<file path="src/rtl/swire_pkg.sv">
// Shared types and default timing for the SWIRE pulse generator.
// Optional feature macro: SWIRE_RELOAD_EN (adds the i_reload interface signal).
package swire_pkg;

  localparam int CNT_W = 6;
  localparam int TMR_W = 24;

  localparam int T_INIT_DEF = 1900;
  localparam int T_LO_DEF   = 38;
  localparam int T_HI_DEF   = 38;
  localparam int T_GAP_DEF  = 19000;

  typedef enum logic [2:0] {
    ST_IDLE = 3'd0,
    ST_INIT = 3'd1,
    ST_A_LO = 3'd2,
    ST_A_HI = 3'd3,
    ST_GAP  = 3'd4,
    ST_B_LO = 3'd5,
    ST_B_HI = 3'd6,
    ST_DONE = 3'd7
  } swire_state_e;

  // The phase timer counts T-1 down to 0, so a phase of T clocks loads T-1.
  function automatic logic [TMR_W-1:0] phase_load(input int t);
    return TMR_W'(t - 1);
  endfunction

endpackage

</file>
<file path="src/rtl/swire_pulse_gen_if.sv">
// Control/status bundle between the start-delay stage, the SWIRE generator and the panel pin.
// i_reload only exists when SWIRE_RELOAD_EN is defined.
interface swire_pulse_gen_if;
  import swire_pkg::*;

  logic             i_swire_start;
  logic [CNT_W-1:0] i_pulse_cnt_a;
  logic [CNT_W-1:0] i_pulse_cnt_b;
  logic             o_swire;
  logic             o_busy;
  logic             o_done;
`ifdef SWIRE_RELOAD_EN
  logic             i_reload;

  modport master (output i_swire_start, i_pulse_cnt_a, i_pulse_cnt_b, i_reload,
                  input  o_swire, o_busy, o_done);
  modport slave  (input  i_swire_start, i_pulse_cnt_a, i_pulse_cnt_b, i_reload,
                  output o_swire, o_busy, o_done);
`else
  modport master (output i_swire_start, i_pulse_cnt_a, i_pulse_cnt_b,
                  input  o_swire, o_busy, o_done);
  modport slave  (input  i_swire_start, i_pulse_cnt_a, i_pulse_cnt_b,
                  output o_swire, o_busy, o_done);
`endif
endinterface

</file>
<file path="src/rtl/swire_phase_timer.sv">
// Load/decrement phase timer; expire is high on the cycle the count reads zero.
module swire_phase_timer
  import swire_pkg::*;
(
  input  logic             i_clk_38m,
  input  logic             i_reset_n,
  input  logic             load,
  input  logic [TMR_W-1:0] load_val,
  output logic             expire
);

  logic [TMR_W-1:0] cnt_q;

  always_ff @(posedge i_clk_38m or negedge i_reset_n) begin
    if (!i_reset_n) begin
      cnt_q <= '0;
    end else if (load) begin
      cnt_q <= load_val;
    end else if (cnt_q != '0) begin
      cnt_q <= cnt_q - TMR_W'(1);
    end
  end

  assign expire = (cnt_q == '0);

endmodule

</file>
<file path="src/rtl/swire_pulse_gen.sv">
// SWIRE line sequencer: enable high, cmd A pulse train, gap, cmd B pulse train, done.
// Define SWIRE_RELOAD_EN to allow re-sending both trains from DONE via i_reload.
module swire_pulse_gen
  import swire_pkg::*;
#(
  parameter int T_INIT = T_INIT_DEF,
  parameter int T_LO   = T_LO_DEF,
  parameter int T_HI   = T_HI_DEF,
  parameter int T_GAP  = T_GAP_DEF
) (
  input  logic             i_clk_38m,
  input  logic             i_reset_n,
  swire_pulse_gen_if.slave bus
);

  swire_state_e     state_q, state_d;
  logic [CNT_W-1:0] cnt_a_q, cnt_b_q, cnt_a_d, cnt_b_d;
  logic [CNT_W-1:0] pcnt_q, pcnt_d, pcnt_nx;
  logic             latch;
  logic             tmr_load, tmr_exp;
  logic [TMR_W-1:0] tmr_val;
  logic             swire_d, busy_d, done_d;

  function automatic swire_state_e first_cmd(input logic [CNT_W-1:0] a,
                                             input logic [CNT_W-1:0] b);
    if (a != '0)      return ST_A_LO;
    else if (b != '0) return ST_B_LO;
    else              return ST_DONE;
  endfunction

  assign pcnt_nx = pcnt_q + CNT_W'(1);
  assign cnt_a_d = bus.i_pulse_cnt_a;
  assign cnt_b_d = bus.i_pulse_cnt_b;

  always_comb begin
    state_d = state_q;
    pcnt_d  = pcnt_q;
    latch   = 1'b0;
    case (state_q)
      ST_IDLE: if (bus.i_swire_start) begin
        state_d = ST_INIT;
        latch   = 1'b1;
      end
      ST_INIT: if (tmr_exp) state_d = first_cmd(cnt_a_q, cnt_b_q);
      ST_A_LO: if (tmr_exp) state_d = ST_A_HI;
      ST_A_HI: if (tmr_exp) begin
        if (pcnt_nx == cnt_a_q) begin
          pcnt_d  = '0;
          state_d = (cnt_b_q != '0) ? ST_GAP : ST_DONE;
        end else begin
          pcnt_d  = pcnt_nx;
          state_d = ST_A_LO;
        end
      end
      ST_GAP:  if (tmr_exp) state_d = ST_B_LO;
      ST_B_LO: if (tmr_exp) state_d = ST_B_HI;
      ST_B_HI: if (tmr_exp) begin
        if (pcnt_nx == cnt_b_q) begin
          pcnt_d  = '0;
          state_d = ST_DONE;
        end else begin
          pcnt_d  = pcnt_nx;
          state_d = ST_B_LO;
        end
      end
      ST_DONE: begin
`ifdef SWIRE_RELOAD_EN
        // Reload skips INIT: the line is already high and the IC already enabled.
        if (bus.i_reload) begin
          latch   = 1'b1;
          pcnt_d  = '0;
          state_d = first_cmd(bus.i_pulse_cnt_a, bus.i_pulse_cnt_b);
        end
`endif
      end
      default: state_d = ST_IDLE;
    endcase
  end

  // Every state change starts a new phase, so the timer reloads from the target state.
  always_comb begin
    tmr_load = (state_d != state_q);
    tmr_val  = '0;
    case (state_d)
      ST_INIT:          tmr_val = phase_load(T_INIT);
      ST_A_LO, ST_B_LO: tmr_val = phase_load(T_LO);
      ST_A_HI, ST_B_HI: tmr_val = phase_load(T_HI);
      ST_GAP:           tmr_val = phase_load(T_GAP);
      default:          tmr_val = '0;
    endcase
  end

  always_comb begin
    swire_d = !(state_d == ST_IDLE || state_d == ST_A_LO || state_d == ST_B_LO);
    busy_d  = !(state_d == ST_IDLE || state_d == ST_DONE);
    done_d  = (state_d == ST_DONE);
  end

  swire_phase_timer u_timer (
    .i_clk_38m (i_clk_38m),
    .i_reset_n (i_reset_n),
    .load      (tmr_load),
    .load_val  (tmr_val),
    .expire    (tmr_exp)
  );

  always_ff @(posedge i_clk_38m or negedge i_reset_n) begin
    if (!i_reset_n) begin
      state_q     <= ST_IDLE;
      cnt_a_q     <= '0;
      cnt_b_q     <= '0;
      pcnt_q      <= '0;
      bus.o_swire <= 1'b0;
      bus.o_busy  <= 1'b0;
      bus.o_done  <= 1'b0;
    end else begin
      state_q     <= state_d;
      pcnt_q      <= pcnt_d;
      bus.o_swire <= swire_d;
      bus.o_busy  <= busy_d;
      bus.o_done  <= done_d;
      if (latch) begin
        cnt_a_q <= cnt_a_d;
        cnt_b_q <= cnt_b_d;
      end
    end
  end

endmodule

</file>
<file path="src/flat_wrapper.sv">
// flat-port wrapper written by rule: the top's interface ports become plain ports
module swire_pulse_gen_flat import swire_pkg::*;
#(
  parameter int T_INIT = T_INIT_DEF,
  parameter int T_LO   = T_LO_DEF,
  parameter int T_HI   = T_HI_DEF,
  parameter int T_GAP  = T_GAP_DEF
)
  (i_clk_38m, i_reset_n, bus_i_swire_start, bus_i_pulse_cnt_a, bus_i_pulse_cnt_b, bus_o_swire, bus_o_busy, bus_o_done);
  swire_pulse_gen_if bus_i ();
  input  logic i_clk_38m;
  input  logic i_reset_n;
  input wire logic [$bits(bus_i.i_swire_start)-1:0] bus_i_swire_start;
  input wire logic [$bits(bus_i.i_pulse_cnt_a)-1:0] bus_i_pulse_cnt_a;
  input wire logic [$bits(bus_i.i_pulse_cnt_b)-1:0] bus_i_pulse_cnt_b;
  output wire logic [$bits(bus_i.o_swire)-1:0] bus_o_swire;
  output wire logic [$bits(bus_i.o_busy)-1:0] bus_o_busy;
  output wire logic [$bits(bus_i.o_done)-1:0] bus_o_done;
  assign bus_i.i_swire_start = bus_i_swire_start;
  assign bus_i.i_pulse_cnt_a = bus_i_pulse_cnt_a;
  assign bus_i.i_pulse_cnt_b = bus_i_pulse_cnt_b;
  assign bus_o_swire = bus_i.o_swire;
  assign bus_o_busy = bus_i.o_busy;
  assign bus_o_done = bus_i.o_done;
  swire_pulse_gen #(.T_INIT(T_INIT), .T_LO(T_LO), .T_HI(T_HI), .T_GAP(T_GAP)) u_core (.i_clk_38m(i_clk_38m), .i_reset_n(i_reset_n), .bus(bus_i));
endmodule
</file>
<file path="config.mk">
export PLATFORM = sky130hd
export DESIGN_NAME = swire_pulse_gen_flat
export DESIGN_NICKNAME = d
export VERILOG_FILES = /design/src/rtl/swire_pkg.sv /design/src/rtl/swire_pulse_gen_if.sv /design/src/rtl/swire_phase_timer.sv /design/src/rtl/swire_pulse_gen.sv /design/src/flat_wrapper.sv
export SDC_FILE = /design/constraint.sdc
export NUM_CORES = 1
export LEC_CHECK = 0
export BUFFER_PORTS_ARGS = -buffer_cell sky130_fd_sc_hd__clkbuf_2
export CAP_MARGIN = 15
export CORE_MARGIN = 1.5
export CORE_UTILIZATION = 63
export CTS_BUF_LIST = sky130_fd_sc_hd__clkbuf_2
export CTS_CLUSTER_DIAMETER = 60
export DETAILED_ROUTE_END_ITERATION = 8
export PLACE_DENSITY = 0.82
export SYNTH_ARGS = -nofsm -noshare
export SYNTH_HDL_FRONTEND = slang
export SYNTH_SLANG_ARGS = --single-unit
</file>
<file path="constraint.sdc">
create_clock -name i_clk_38m -period 3.6 [get_ports i_clk_38m]
set_clock_uncertainty 0.05 [all_clocks]
set_input_delay 0.36 -clock i_clk_38m [delete_from_list [all_inputs] [get_ports i_clk_38m]]
set_output_delay 0.36 -clock i_clk_38m [all_outputs]
set_load 0.01 [all_outputs]
</file>
== Word-level counts from Yosys, hierarchy flattened ==
Index checks and enable logic that the tools add are counted.
Word-level totals
  register bits: 48
  output and inout bits: 3
  logic and storage cells: 66
  bits of input ports: 15
Cells by class
  eq/ne operators: 18
  reductions and logical operators: 15
  multiplexer cells: 23
  $add $sub $neg: 2
Operator list (count)
  $mux W24: 2
  $pmux W15 S3: 1
  $mux W3: 9
  $logic_not A24 Y1: 1
  $mux W6: 4
  $reduce_bool A24 Y1: 1
  $sub A24 B1 Y24 const B: 1
  $eq A3 B3 Y1 const B: 7
  $pmux W3 S7: 1
  $eq A3 B2 Y1 const B: 4
  $eq A6 B6 Y1: 2
  $pmux W6 S2: 1
  $reduce_bool A6 Y1: 2
  $add A6 B1 Y6 const B: 1
  $eq A3 B1 Y1 const B: 2
  $logic_not A3 Y1: 2
  $mux W2: 3
  $ne A2 B1 Y1 const B: 2
  $reduce_bool A2 Y1: 2
  $reduce_or A4 Y1: 1
  $logic_or A1 B1 Y1: 3
  $ne A3 B3 Y1: 1
  $reduce_and A3 Y1: 1
  $logic_not A1 Y1: 2
  $mux W1: 2

== Depth between registers and ports, before layout ==
Gate-level depths: netlist (run 1).
  depth after elaboration: 9
  depth in mapped cells: 11
  mapped depth without buffers: 10

== Cells and area by module ==
Synthesis (run 1) repeated with hierarchy kept, for this count alone.
Second synthesis, totals
  cell total of the unflattened synthesis: 325
  area, all modules: 3096.7 µm²
Modules (own cells, without submodules)
  swire_pulse_gen: sequential area each 600.6 µm², times used 1, area each 1590.3 µm², cells an instance 161
  swire_phase_timer: sequential area each 600.6 µm², times used 1, area each 1506.4 µm², cells an instance 164

== Worst setup path after synthesis (run 1) ==
Ideal clock, no wire load.
  kind: reg-to-reg
  from: reg u_core.u_timer.cnt_q[1]
  to: reg u_core.u_timer.cnt_q[5]
  data required time: 3.455 ns
  slack: 0.758 ns
  setup time: 0.095 ns
  period minus slack after synthesis: 2.842 ns
  buffers on the path: 1
  stages on the path, launching flop included: 11
  data arrival time: 2.696 ns
  path through: dfrtp_1 -> inv_1 -> ha_1 -> nor3b_2 -> and3_1 -> clkbuf_1 -> nand3_2 -> or4_4 -> a211oi_4 -> nor3b_2 -> o32ai_2
On the way
  word-level cells in the longest chain between the ends: 7
  elaborated cells between the ends (all ways): 22
  classes of those cells: add/sub (1); eq/ne (7); mux (10); reduce/logical (4)
Ends and longest elaborated chain
  start, declared: RTL line swire_phase_timer.sv:12  | logic [TMR_W-1:0] cnt_q;
  start signal, assigned: RTL line swire_phase_timer.sv:18  | cnt_q <= load_val;
  start signal, assigned: RTL line swire_phase_timer.sv:20  | cnt_q <= cnt_q - TMR_W'(1);
  $logic_not A24 Y1: RTL line swire_phase_timer.sv:24  | assign expire = (cnt_q == '0);
  $mux W3 (tied with other cells): RTL line swire_pulse_gen.sv:57  | ST_B_HI: if (tmr_exp) begin
  $pmux W3 S7: RTL line swire_pulse_gen.sv:39  | case (state_q)
  $eq A3 B2 Y1 / $eq A3 B3 Y1 (equally long branches): RTL line swire_pulse_gen.sv:84  | case (state_d)
  $reduce_or A4 Y1 (no line)
  $pmux W15 S3: RTL line swire_pulse_gen.sv:84
  $mux W24: RTL line swire_phase_timer.sv:17  | end else if (load) begin
Parallel ways exist; a longest one is shown, timed or not. The select of a mux whose other input is x is not followed.
A chain may end at the register's enable or synchronous reset.

== Worst setup path in the final report (run 1) ==
  from: reg u_core.u_timer.cnt_q[0]
  to: reg u_core.u_timer.cnt_q[0]
Same word-level chain as after synthesis.

==> flow_metrics.tcl, run 1 <==
set metrics [dict create \
    grt_max_degree 49 \
    yosysTopAreaCell "dfrtp_1" \
    slew_viol_final 0 \
    synth_top_family_by_area "simple AND/OR/NAND/NOR gates" \
    synthDominantCellAreaShare 0.430 \
    design_area_um2 3090 \
    yosysSeqAreaShare 0.430 \
    place.gp.congestion 0.947 \
    synth-simple-area-share 0.222 \
    synth.distinct_cells 57 \
    start_util 0.646 \
    dr.first_iter.drc_count 162 \
    crit_fanout 9 \
    synth-compound-area-share 0.142 \
    post-cts-setup-buffer-count 0 \
    root_buffer "clkbuf_2" \
    drtAntennaViolNets 0 \
    fin_crit_ps 3150 \
    diodes 0 \
    dp_hpwl_um 4260 \
    syn_area_um2 2790 \
    peakVddDrop_mv 0.453 \
    syn-num-nets 298 \
    setup.reg_to_reg.worst_slack_ps 450 \
    port_buffers 17 \
    fmax_mhz 317 \
    min-delay-start "bus_i_pulse_cnt_b[4]" \
    start_kind "flop" \
    wl_per_cell_um 16.3 \
    postSynthCellCount 281 \
    viasPerCell 6.14 \
    routed-via-count 2193 \
    finalWorstSetupSlack_ps 450 \
    path_class "reg -> reg" \
    avgSynthCellArea_um2 9.94 \
    cts_tree "done" \
    drt_wl_total_um 5830 \
    hold_path_class "in -> reg" \
    synthAdderAreaFrac 0.00896 \
    ys.flop_type "dfrtp_1" \
    fillers 329 \
    ios 18 \
    core_um2 4320 \
    whs_ps 77.7 \
    drc 0 \
    die_width_um 69.6 \
    worstPathRequired_ps 3920 \
    fin_nets 321 \
    synthTopCellsByArea "dfrtp_1, xnor2_1, mux2_2" \
    clock_path_buffers 2 \
    cp-startpoint "u_core.u_timer.cnt_q[0]" \
    gr-total-overflow 0 \
    reg2reg_depth 9 \
    hold_path_end "u_core.cnt_b_q[4]" \
    tightest_slew_ps 889 \
    fin_crit_sh 0.875 \
    setup_viol 0 \
    run_status "completed" \
    powerDensity_nw_per_um2 662 \
    antenna_found_initial 0 \
    clk_pin_slew_ps 260 \
    drt_first_pass_iters 4 \
    grt_use_total 0.262 \
    ctsResizeCount 0 \
    end_kind "flop" \
    synthTopCellsByCount "dfrtp_1, nor2_1, xnor2_1, nand2_1, mux2_2" \
    grt_first_pass_wirelength_um 10100 \
    synth_warnings 0 \
    synth-edff-count 0 \
    tns_ps 0 \
    rows 24 \
    place_ws_ps 538 \
    clock_sinks 48 \
    drv_cap 0 \
    dieArea_um2 4840 \
    r2r_end "u_core.u_timer.cnt_q[0]" \
    clock_latency_ps 430 \
    arrival_ps 3470 \
    die_h_um 69.6 \
    r2r_start "u_core.u_timer.cnt_q[0]" \
    grt_pass1_vias 2162 \
    synth_most_common_cell "dfrtp_1" \
    leakagePower_nw 1.37 \
    htreeDepth 2 \
    placed_area_um2 2960 \
    cts_buffers 5 \
    muxShareOfSynthArea 0.0596 \
    synthXorXnorAreaFrac 0.113 \
    hold_depth 2 \
    layout-drive-gt1-share 0.193 \
    synth_seq_cells 48 \
    hold_violations 0 \
    rsz0062_at_grt "no" \
    ys_async_sr_fraction 1.00 \
    max_slew_margin 0.402 \
    syn2layout_area_growth_pct 10.4 \
]
[through the flow]
stage               total power, W  utilization  cells
detailed placement         0.00161        0.685    348
CTS                        0.00205        0.714    357
global route               0.00217        0.714    357
global placement           0.00158        0.685    348
floorplan                  0.00142            -    281
finish                     0.00204        0.714    357
[layout by cell type (no fill, tap or decap), types with 11 or more instances in the layout]
cell	Yosys	routed
clkbuf_2	0	22
dfrtp_1	48	48
mux2_2	13	13
nand2_1	19	19
nand3_1	12	12
nor2_1	31	31
nor3_1	11	11
o21ai_0	11	11
xnor2_1	20	20
xor2_1	11	11
[report_power, final]
| part | total [W] | internal (W) | switching [W] |
|---|---|---|---|
| Combinational | 0.000721 | 0.000357 | 0.000364 |
| Sequential | 0.000887 | 0.000700 | 0.000187 |
| Clock | 0.000435 | 0.000256 | 0.000179 |
[layout make-up]
| cell class | count | area, µm² | area share |
|---|---|---|---|
| tap | 52 | 65.1 | 0.0211 |
| timing repair buffer | 25 | 148 | 0.0479 |
| clock inverter | 3 | 90.1 | 0.0292 |
| clock buffer | 5 | 25.0 | 0.00811 |
| multi-input combinational | 215 | 1520 | 0.494 |
| inverter | 9 | 33.8 | 0.0109 |
| sequential | 48 | 1200 | 0.389 |
[sequential cells by signal (all words and copies together) (netlist names)]
signal                flops
u_core.u_timer.cnt_q     24
u_core.cnt_a_q            6
u_core.bus.o_swire        1
u_core.bus.o_busy         1
u_core.cnt_b_q            6
u_core.state_q            3
u_core.bus.o_done         1
u_core.pcnt_q             6
[worst max-delay path, cell delays in order, from the launching register on]
cell and delay [ps]:
dfrtp_1 480, inv_1 100, ha_1 170, nor3b_2 370
and3_1 350, nand3_2 220, or4_4 600, a211oi_4 360
nor3b_2 130, o31ai_1 260
[per-layer routing]
layer	global-route usage	vias to the layer above	wire [µm]
met5	0	-	0
met4	0.0784	0	77
met3	0.0494	9	248
met2	0.419	53	2850
met1	0.366	1068	2650
li1	-	1063	-
[worst max path at each step]
| stage | to | slack, ps | depth (start not counted) |
|---|---|---|---|
| after floorplan | u_core.u_timer.cnt_q[5] | 760 | 10 |
| after global routing | u_core.u_timer.cnt_q[1] | 290 | 7 |
| final | u_core.u_timer.cnt_q[0] | 450 | 9 |
| after CTS | u_core.u_timer.cnt_q[0] | 490 | 9 |
| after detailed placement | u_core.u_timer.cnt_q[0] | 540 | 9 |
| after global placement | u_core.u_timer.cnt_q[5] | 630 | 9 |
[cells by family after synthesis]
family / after synthesis
buf+inv: 18
flops: 48
xor+xnor: 33
compound gates: 52
mux: 15
simple gates: 113
fa+ha+maj: 2
[what timing repair did]
action	CTS	global route
hold buffers	1	0
endpoints found under the setup margin	0	0
endpoints found under the hold margin	48	0
(Power assumes the default switching activity.)
==> run 2: changes to the inputs <==
- CORE_UTILIZATION: 63 -> 67
- PLACE_DENSITY: 0.82 -> 0.87
- clock period: 3.6 -> 3.75 ns (I/O delays scaled with it)
==> flow_metrics.tcl, run 2 (synthesis results as in run 1) <==
set metrics [dict create \
    run_status "completed" \
    hold_violations 0 \
    instances_no_fill 353 \
    worst_path_max_delay_cell "or4_4" \
    grt_pass1_vias 2128 \
    path_class "reg -> reg" \
    clock_path_buffers 2 \
    final_common_cell "dfrtp_1" \
    r2r_end "u_core.u_timer.cnt_q[5]" \
    peakVddDrop_mv 0.307 \
    tightest_slew_ps 874 \
    grt_max_degree 49 \
    max_slew_margin 0.412 \
    path_cells "inv_1 > ha_1 > nor3b_2 > and3_1 > nand3_2 > or4_4 > a211oi_4 > nor3b_2 > o32ai_2" \
    fin_util 0.748 \
    min-delay-start "bus_i_pulse_cnt_b[0]" \
    arrival_ps 3480 \
    reg2reg_depth 9 \
    mostFrequentLayoutCells "dfrtp_1, nor2_1, clkbuf_2" \
    wl_per_cell_um 16.1 \
    clk_pin_slew_ps 220 \
    die_h_um 67.6 \
    grt_use_total 0.288 \
    routed-via-count 2222 \
    dp_cells 344 \
    design_area_um2 2990 \
    layout-drive-gt1-share 0.185 \
    powerDensity_nw_per_um2 576 \
    antenna_found_initial 0 \
    start_kind "flop" \
    drt_wl_total_um 5670 \
    rsz0062_at_grt "no" \
    hold_path_end "u_core.cnt_b_q[0]" \
    fin_nets 319 \
    fin_crit_ps 3180 \
    setup_viol 0 \
    htreeDepth 2 \
    fin_crit_sh 0.849 \
    fillers 291 \
    root_buffer "clkbuf_2" \
    max_stage_delay_ps 600 \
    viasPerCell 6.29 \
    leakagePower_nw 1.33 \
    dp_hpwl_um 4130 \
    cts_tree "done" \
    top_register "u_core.u_timer.cnt_q" \
    drc 0 \
    die_width_um 67.6 \
    dr.first_iter.drc_count 189 \
    syn2layout_area_growth_pct 7.08 \
    cts_buffers 5 \
    placed_area_um2 2940 \
    clock_sinks 48 \
    worstPathRequired_ps 4040 \
    drv_cap 0 \
    finalWorstSetupSlack_ps 567 \
    grt_first_pass_wirelength_um 9920 \
    diodes 0 \
    clock_latency_ps 410 \
    dieArea_um2 4570 \
    place.gp.congestion 0.957 \
    largest_reg_flops 24 \
    start_util 0.698 \
    critPathMostFrequentCell "nor3b_2" \
    slew_viol_final 0 \
    tns_ps 0 \
    gr-total-overflow 0 \
    hold_depth 2 \
    end_kind "flop" \
    fmax_mhz 314 \
    place_ws_ps 654 \
    crit_fanout 9 \
    rows 23 \
    drt_first_pass_iters 7 \
    r2r_start "u_core.u_timer.cnt_q[1]" \
    hold_path_class "in -> reg" \
    ios 18 \
    setup.reg_to_reg.worst_slack_ps 570 \
    core_um2 4000 \
    port_buffers 17 \
    ctsResizeCount 0 \
    drtAntennaViolNets 0 \
]
[run 2: through the flow]
| step | hold slack (ps) | power, W |
|---|---|---|
| floorplan | 29.4 | 0.00136 |
| global placement | 447 | 0.00150 |
| detailed placement | 452 | 0.00152 |
| CTS | 102 | 0.00173 |
| global route | 85.5 | 0.00185 |
| finish | 123 | 0.00172 |
[run 2: how the worst max path moves through the flow]
stage                       startpoint                 endpoint  slack, ps  cells past startpoint
2_1_floorplan  u_core.u_timer.cnt_q[1]  u_core.u_timer.cnt_q[5]        910                     10
3_3_place_gp          u_core.pcnt_q[0]  u_core.u_timer.cnt_q[1]        690                      8
3_5_place_dp   u_core.u_timer.cnt_q[1]  u_core.u_timer.cnt_q[5]        650                      9
4_1_cts        u_core.u_timer.cnt_q[1]  u_core.u_timer.cnt_q[5]        610                      9
5_1_grt        u_core.u_timer.cnt_q[1]  u_core.u_timer.cnt_q[0]        310                      9
6_report       u_core.u_timer.cnt_q[1]  u_core.u_timer.cnt_q[5]        570                      9
[run 2: routing by layer]
metal  part of all wire  vias to the layer above  global-route usage  routed length, µm
met4              0.014                        0              0.0893                 78
met2               0.46                       76               0.451               2630
met1               0.47                     1076               0.405               2660
met5                  0                        -                   0                  0
met3              0.054                        9              0.0550                305
li1                   -                     1061                   -                  -
[run 2: power breakdown]
group | internal [W] | total, W | switching [W] | leakage [nW]
Sequential | 0.000672 | 0.000843 | 0.000171 | 0.605
Combinational | 0.000334 | 0.000680 | 0.000347 | 0.696
Clock | 0.0000499 | 0.000198 | 0.000148 | 0.0306
[run 2: repair_timing]
action,4_1_cts,5_1_grt
setup buffers,0,0
hold endpoints to repair,48,0
hold buffers,1,0
[run 2: area by class of cell]
type	instances	area (µm²)	share of cell area
clock buffer	7	35.0	0.0117
clock inverter	1	3.75	0.00125
sequential	48	1200	0.402
tap	50	62.6	0.0209
timing repair buffer	23	133	0.0443
multi-input combinational	215	1520	0.509
inverter	9	33.8	0.0113
[run 2: worst max-delay path: cells and delay by family (launching register included)]
family                     cells  cell delay (ps)
buffers and inverters          1              110
adders and majority gates      1              190
DFF                            1              460
AOI/OAI and AO/OA              2              620
and+or+nand+nor                5             1670
==> run 3: changes to the inputs <==
- CORE_UTILIZATION: 67 -> 63
- PLACE_DENSITY: 0.87 -> 0.82
- clock period: 3.75 -> 3.1 ns (I/O delays scaled with it)
==> flow_metrics.tcl, run 3 (synthesis results as in run 1) <==
set metrics [dict create \
    r2r_start "u_core.pcnt_q[1]" \
    path_buf_inv 1 \
    min-delay-start "bus_i_pulse_cnt_a[1]" \
    grt_pass1_vias 2281 \
    grt_first_pass_wirelength_um 10600 \
    path_class "reg -> reg" \
    worst_path_max_delay_cell "dfrtp_1" \
    hold_violations 0 \
    setup.reg_to_reg.worst_slack_ps 140 \
    htreeDepth 2 \
    fmax_mhz 338 \
    cts_tree "done" \
    start_kind "flop" \
    routed-via-count 2269 \
    hold_path_end "u_core.cnt_a_q[1]" \
    fillers 334 \
    hold_depth 2 \
    peakVddDrop_mv 0.376 \
    drc 0 \
    arrival_ps 3250 \
    drtAntennaViolNets 0 \
    place_ws_ps 142 \
    wl_per_cell_um 16.2 \
    end_kind "flop" \
    powerDensity_nw_per_um2 698 \
    grt_use_total 0.271 \
    path_cells "ha_1 > xnor2_1 > xor2_1 > nand4_1 > o32a_1 > o211ai_1 > buf_4 > o21ai_0 > nor2b_1" \
    dp_hpwl_um 4410 \
    drv_cap 0 \
    drt_first_pass_iters 4 \
    tns_ps 0 \
    fin_crit_ps 2960 \
    syn2layout_area_growth_pct 10.9 \
    drt_wl_total_um 5930 \
    die_width_um 69.6 \
    start_util 0.646 \
    r2r_end "u_core.u_timer.cnt_q[8]" \
    reg2reg_depth 9 \
    dieArea_um2 4840 \
    clock_latency_ps 420 \
    finalWorstSetupSlack_ps 145 \
    rows 24 \
    crit_fanout 6 \
    hold_path_class "in -> reg" \
    layout-drive-gt1-share 0.226 \
    dr.first_iter.drc_count 169 \
    cts_buffers 5 \
    root_buffer "clkbuf_2" \
    diodes 0 \
    port_buffers 17 \
    cp_top_family "compound AO/OA/AOI/OAI gates" \
    leakagePower_nw 1.39 \
    largest_reg_flops 24 \
    slew_viol_final 0 \
    fin_crit_sh 0.953 \
    die_h_um 69.6 \
    gr-total-overflow 0 \
    grt_max_degree 29 \
    place.gp.congestion 0.931 \
    clock_path_buffers 2 \
    viasPerCell 6.20 \
    antenna_found_initial 0 \
    tightest_slew_ps 723 \
    clock_sinks 48 \
    fin_nets 331 \
    top_register "u_core.u_timer.cnt_q" \
    run_status "completed" \
    core_um2 4320 \
    max_slew_margin 0.514 \
    clk_pin_slew_ps 230 \
    max_stage_delay_ps 460 \
    ios 18 \
    mostFrequentLayoutCells "dfrtp_1, nor2_1, clkbuf_2" \
    setup_viol 0 \
    final_common_cell "dfrtp_1" \
    worstPathRequired_ps 3390 \
]
## run 3: cell count changes in the layout (fill, tap and decap cells not counted), sizes merged
cell	previous run	this run
buf	5	17
clkbuf	24	23
## run 3: worst max path at each step
stage | slack (ps) | endpoint | cells after the start | startpoint
after floorplan | 260 | u_core.u_timer.cnt_q[5] | 10 | u_core.u_timer.cnt_q[1]
after global placement | 230 | u_core.u_timer.cnt_q[5] | 7 | u_core.u_timer.cnt_q[17]
after detailed placement | 140 | u_core.u_timer.cnt_q[5] | 7 | u_core.u_timer.cnt_q[7]
after CTS | 80 | u_core.u_timer.cnt_q[5] | 7 | u_core.u_timer.cnt_q[7]
after global routing | -0.7 | u_core.u_timer.cnt_q[1] | 8 | u_core.pcnt_q[1]
final | 140 | u_core.u_timer.cnt_q[8] | 9 | u_core.pcnt_q[1]
## run 3: per-stage QoR
step                      power [W]  std cells  cell area [µm²]   util  hold slack (ps)
after CTS                   0.00213        362             3050  0.705             50.0
after global routing        0.00232        366             3100  0.717             35.3
after global placement      0.00185        354             3010  0.695              313
after detailed placement    0.00189        354             3010  0.695              323
after floorplan             0.00165        281             2790      -            -35.6
final                       0.00216        366             3100  0.717             50.4
## run 3: final cells by class
class                   count  area (µm²)  area share
clock buffers               6        30.0     0.00969
multi-input cells         215        1540       0.497
well taps                  52        65.1      0.0210
inverters                   9        33.8      0.0109
clock inverters             1        5.00     0.00161
flip-flops and latches     48        1200       0.388
repair buffers             35         223      0.0719
## run 3: routing by layer
layer	vias up	share of wire	track usage
li1	1088	-	-
met1	1107	0.45	0.367
met2	61	0.49	0.450
met3	13	0.046	0.0422
met4	0	0.019	0.0893
met5	-	0	0
## run 3: what timing repair did
action                                  CTS  global route
endpoints found under the setup margin    0            24
buffers inserted                          0             4
hold buffers                              1             0
endpoints found under the hold margin    27             0
gates resized for setup                   0             5
## run 3: power by group
group          total, W  switching (W)  leakage (nW)  internal (W)
Clock          0.000248       0.000194        0.0288     0.0000537
Sequential      0.00102       0.000208         0.605      0.000813
Combinational  0.000893       0.000437         0.754      0.000456
